## src/rtl/branch_predictor.sv

```systemverilog
// Direct-mapped tagged branch predictor with saturating counters, optional gshare
// indexing, and resolved-branch / misprediction statistics.
module branch_predictor #(
  parameter int PC_WIDTH = 32,
  parameter int ENTRIES  = 32,
  parameter int CNT_BITS = 2,
  parameter int MODE     = 0
) (
  input  logic                clk,
  input  logic                rst,
  input  logic                bp_enable,
  input  logic [PC_WIDTH-1:0] pc_guess,
  input  logic                is_br_guess,
  output logic                pred_taken,
  output logic                pred_hit,
  input  logic [PC_WIDTH-1:0] pc_check,
  input  logic                is_br_check,
  input  logic                br_taken_check,
  input  logic                mispredict,
  input  logic                clear_stats,
  output logic [31:0]         br_count,
  output logic [31:0]         mispred_count
);

  localparam int IDX   = $clog2(ENTRIES);
  localparam int TAG_W = PC_WIDTH - IDX - 2;
  localparam logic [CNT_BITS-1:0] CNT_MAX = '1;
  localparam logic [CNT_BITS-1:0] WEAK_T  = CNT_BITS'(1 << (CNT_BITS - 1));
  localparam logic [CNT_BITS-1:0] WEAK_N  = CNT_BITS'((1 << (CNT_BITS - 1)) - 1);

  function automatic logic [CNT_BITS-1:0] sat_inc_cnt(input logic [CNT_BITS-1:0] c);
    return (c == CNT_MAX) ? c : c + 1'b1;
  endfunction

  function automatic logic [CNT_BITS-1:0] sat_dec_cnt(input logic [CNT_BITS-1:0] c);
    return (c == '0) ? c : c - 1'b1;
  endfunction

  function automatic logic [31:0] sat_inc32(input logic [31:0] v, input logic en);
    return (en && (v != 32'hFFFF_FFFF)) ? v + 32'd1 : v;
  endfunction

  logic                valid_mem [ENTRIES];
  logic [TAG_W-1:0]    tag_mem   [ENTRIES];
  logic [CNT_BITS-1:0] cnt_mem   [ENTRIES];
  logic [IDX-1:0]      ghr;
  logic [IDX-1:0]      hist;

  logic [IDX-1:0]   gidx, cidx;
  logic [TAG_W-1:0] gtag, ctag;
  logic             upd, upd_hit;
  logic [CNT_BITS-1:0] cnt_next;
  logic             unused_pc_bits;

  // History only participates in indexing when gshare is selected.
  assign hist = (MODE == 1) ? ghr : '0;
  assign gidx = pc_guess[IDX+1:2] ^ hist;
  assign cidx = pc_check[IDX+1:2] ^ hist;
  assign gtag = pc_guess[PC_WIDTH-1:IDX+2];
  assign ctag = pc_check[PC_WIDTH-1:IDX+2];
  assign unused_pc_bits = ^{pc_guess[1:0], pc_check[1:0]};

  assign pred_hit   = bp_enable & is_br_guess & valid_mem[gidx] & (tag_mem[gidx] == gtag);
  assign pred_taken = pred_hit & cnt_mem[gidx][CNT_BITS-1];

  assign upd     = bp_enable & is_br_check;
  assign upd_hit = valid_mem[cidx] & (tag_mem[cidx] == ctag);

  always_comb begin
    cnt_next = br_taken_check ? WEAK_T : WEAK_N;
    if (upd_hit)
      cnt_next = br_taken_check ? sat_inc_cnt(cnt_mem[cidx]) : sat_dec_cnt(cnt_mem[cidx]);
  end

  always_ff @(posedge clk or negedge rst) begin
    if (!rst) begin
      for (int i = 0; i < ENTRIES; i++) begin
        valid_mem[i] <= 1'b0;
        cnt_mem[i]   <= '0;
      end
      ghr <= '0;
    end else if (upd) begin
      valid_mem[cidx] <= 1'b1;
      cnt_mem[cidx]   <= cnt_next;
      if (MODE == 1)
        ghr <= IDX'({ghr, br_taken_check});
    end
  end

  // Tags are only meaningful behind a valid bit, so they carry no reset.
  always_ff @(posedge clk) begin
    if (upd && !upd_hit)
      tag_mem[cidx] <= ctag;
  end

  always_ff @(posedge clk or negedge rst) begin
    if (!rst) begin
      br_count      <= '0;
      mispred_count <= '0;
    end else if (clear_stats) begin
      br_count      <= '0;
      mispred_count <= '0;
    end else if (upd) begin
      br_count      <= sat_inc32(br_count, 1'b1);
      mispred_count <= sat_inc32(mispred_count, mispredict);
    end
  end

endmodule

```

## config.mk

```make
export PLATFORM = sky130hd
export DESIGN_NAME = branch_predictor
export DESIGN_NICKNAME = d
export VERILOG_FILES = /design/src/rtl/branch_predictor.sv
export SDC_FILE = /design/constraint.sdc
export NUM_CORES = 1
export LEC_CHECK = 0
export ABC_AREA = 0
export CAP_MARGIN = 20
export CORE_MARGIN = 5
export CORE_UTILIZATION = 33
export DETAILED_ROUTE_END_ITERATION = 12
export SLEW_MARGIN = 15
export SYNTH_ARGS = -nofsm -noshare
export SYNTH_HDL_FRONTEND = slang
export SYNTH_SLANG_ARGS = --single-unit
export TNS_END_PERCENT = 10
```

## constraint.sdc

```tcl
create_clock -name clk -period 9.1 [get_ports clk]
set_clock_uncertainty 0.1 [all_clocks]
set_input_delay 1.82 -clock clk [delete_from_list [all_inputs] [get_ports clk]]
set_output_delay 1.82 -clock clk [all_outputs]
set_load 0.01 [all_outputs]
```

==> qor.yml, run 1 <==
hold_path:
  worst_hold_path.num_cells: 2
  min_from: "cnt_mem[22]"
  min_path_type: "reg -> reg"
  min_to: "cnt_mem[22]"
sta:
  final-hold-violation-count: 0
  relSlewSlack: 0.228
  rsz0062_at_grt: "false"
  fmax_ghz: 0.116
  period_share: 0.944
  maxSlewViolCount: 0
  finalSetupViolCount: 0
  worst_slew_pin_slew_ns: 1.15
  period_needed_ns: 8.59
  finalSetupTns_ns: 0
die:
  num_rows: 136
  num_io_pins: 138
  initial_core_util: 0.332
  die-area_um2: 146000
  coreArea_um2: 137000
  die_x_um: 382
  die_y_um: 382
job:
  drv_cap: 0
route:
  routed-via-count: 28700
  ant_nets: 0
  drt_iter0_markers: 3465
  dr.pass1.iters: 5
  routed_wl_um: 149000
  drc: 0
  viasPerCell: 5.91
  wl_per_cell_um: 30.7
yosys:
  synthSimpleGateAreaFrac: 0.0581
  synthesis.area_um2: 45600
  synthXorXnorAreaFrac: 0.0154
  synthArstFlopShare: 0.167
  synth_nets: 2846
  avgSynthCellArea_um2: 16.4
  synth_fa_ha_area_frac: 0.000549
  ys_ff_latch: 960
  seq_area_frac_synth: 0.615
  ys_types: 55
  synth.mux.area_fraction: 0.240
  synthCells: 2772
  ys.warnings.count: 0
  synth_compound_area_frac: 0.0498
  synth_top_family_by_area: "multiplexers"
  ys.flop_type: "edfxtp_1"
  synth_edf_count: 800
finish:
  final_cell_mix: "edfxtp_1, mux2i_1, mux4_2"
  layout.nets: 3038
  stdcell_area_um2: 53400
  mostFrequentLayoutCell: "edfxtp_1"
  area_growth_pct: 17.2
  drive_gt1_frac: 0.232
clocking:
  ctsResizeCount: 0
  cts_tree: "built"
  cts-root-buf: "clkbuf_16"
  numCtsBuffers: 100
  ctsLongestPathBuffers: 3
  clock-sinks: 960
  post_cts_buffers: 0
  worstSkewPairLatency_ns: 0.73
  htreeDepth: 3
  ctsHoldBuffers: 0
  clk_pin_slew_ns: 0.06
power:
  leakagePower_nw: 18.5
  power_mw: 10.1
  power_density_nw_per_um2: 189
  vdd_drop_max_uv: 154
critical_path:
  cp-end-kind: "output pin"
  crit_fanout: 36
  rrSetupSlack_ns: 4.36
  worstPathRequired_ns: 7.18
  cp_data_arrival_time_ns: 6.67
  worstSetupPathType: "in -> out"
  worstSetupStartpointType: "primary input"
  worst-r2r-cell-count: 12
  timing.rr.start: "tag_mem[25][23]"
  timing.rr.end: "tag_mem[14][7]"
global_route:
  grt_remaining_overflow: 0
  grt_pass1_wl_um: 207000
  grtUsageTotal: 0.198
  grt_pass1_vias: 27800
  grt_max_degree: 70
  antenna_found_initial: 10
placed_design:
  io_buffers: 133
  dpl-instance-area_um2: 49900
  place_hpwl_um: 87500
  gp_congestion: 0.824
status:
  status: "finished clean"
## cells in the mapped netlist (all sizes together) (18+ instances only)
cell type	count	share of area
nand2b	37	0.0051
xor2	41	0.0079
mux2i	396	0.087
nand3	31	0.0034
or3	18	0.0025
xnor2	39	0.0075
o31ai	64	0.014
buf	108	0.013
o22ai	185	0.025
nor2	100	0.0082
mux4	310	0.15
clkbuf	82	0.0068
dfrtp	160	0.088
nand2	138	0.011
nand4	40	0.0056
nor4	56	0.0085
edfxtp	800	0.53
## layout make-up
cell class | instances | area (um^2)
Antenna cell | 7 | 17.5
Sequential cell | 960 | 28000
Multi-Input combinational cell | 1612 | 16900
Clock buffer | 123 | 2660
Tap cell | 1794 | 2240
Fill cell | 12600 | 83900
Clock inverter | 64 | 773
Inverter | 10 | 37.5
Timing Repair Buffer | 280 | 2740
## report_power, final
| part | internal (mW) | total, mW | leakage (nW) | switching [mW] |
|---|---|---|---|---|
| combinational | 0.391 | 0.903 | 7.44 | 0.512 |
| clock | 2.47 | 4.28 | 1.67 | 1.81 |
| sequential | 4.85 | 4.90 | 9.35 | 0.0481 |
| total | 7.71 | 10.1 | 18.5 | 2.37 |
## per-stage QoR
stage                     hold WS (ns)  setup slack [ns]  cells   util
after floorplan                  0.343              2.17   2772      -
after global placement           0.359             0.849   4649  0.363
after detailed placement         0.367             0.763   4653  0.363
after CTS                        0.380             0.759   4840  0.388
after global routing             0.390             0.457   4845  0.389
final                            0.377             0.511   4850  0.389
## state kept, by name (all words and copies together) (netlist names)
signal / count
cnt_mem: 64
mispred_count: 32
br_count: 32
tag_mem: 800
valid_mem: 32
## worst max-delay path, cell delays in order
cell	delay [ns]
buf_8	0.36
buf_4	0.34
mux4_2	0.55
mux4_2	0.47
mux2i_1	0.27
xnor2_1	0.10
nor4_1	0.98
nand4_1	0.34
nor4_1	0.37
buf_4	0.24
nor2b_1	0.16
clkdlybuf4s50_1	0.62
## cell families after synthesis
logic type                 Yosys count
muxes                              706
DFF                                960
AOI/OAI and AO/OA                  321
buffers and inverters              200
and+or+nand+nor                    503
adders and majority gates            2
xor gates and xnor gates            80
## how the worst max path moves through the flow
stage	slack, ns	cells past startpoint	start	to
6_report	0.51	12	pc_guess[2]	pred_taken
5_1_grt	0.46	12	pc_guess[2]	pred_taken
4_1_cts	0.76	12	pc_guess[2]	pred_taken
3_5_place_dp	0.76	12	pc_guess[2]	pred_taken
3_3_place_gp	0.85	12	pc_guess[2]	pred_taken
2_1_floorplan	2.17	10	pc_guess[2]	pred_taken
## layer usage
metal,vias up,track usage,share of wire
li1,11800,-,-
met1,15000,0.267,0.40
met2,1602,0.312,0.46
met3,271,0.0529,0.10
met4,4,0.0675,0.036
met5,-,0,0.00014
No activity file was read; power rests on OpenSTA's default activity.
==> run 2: changes to the inputs <==
CTS_CLUSTER_SIZE = 28   (was not set)
SKIP_CTS_REPAIR_TIMING = 1   (was not set)
==> results of run 2 <==
Final layout, timing and power as in run 1 (identical DEF).
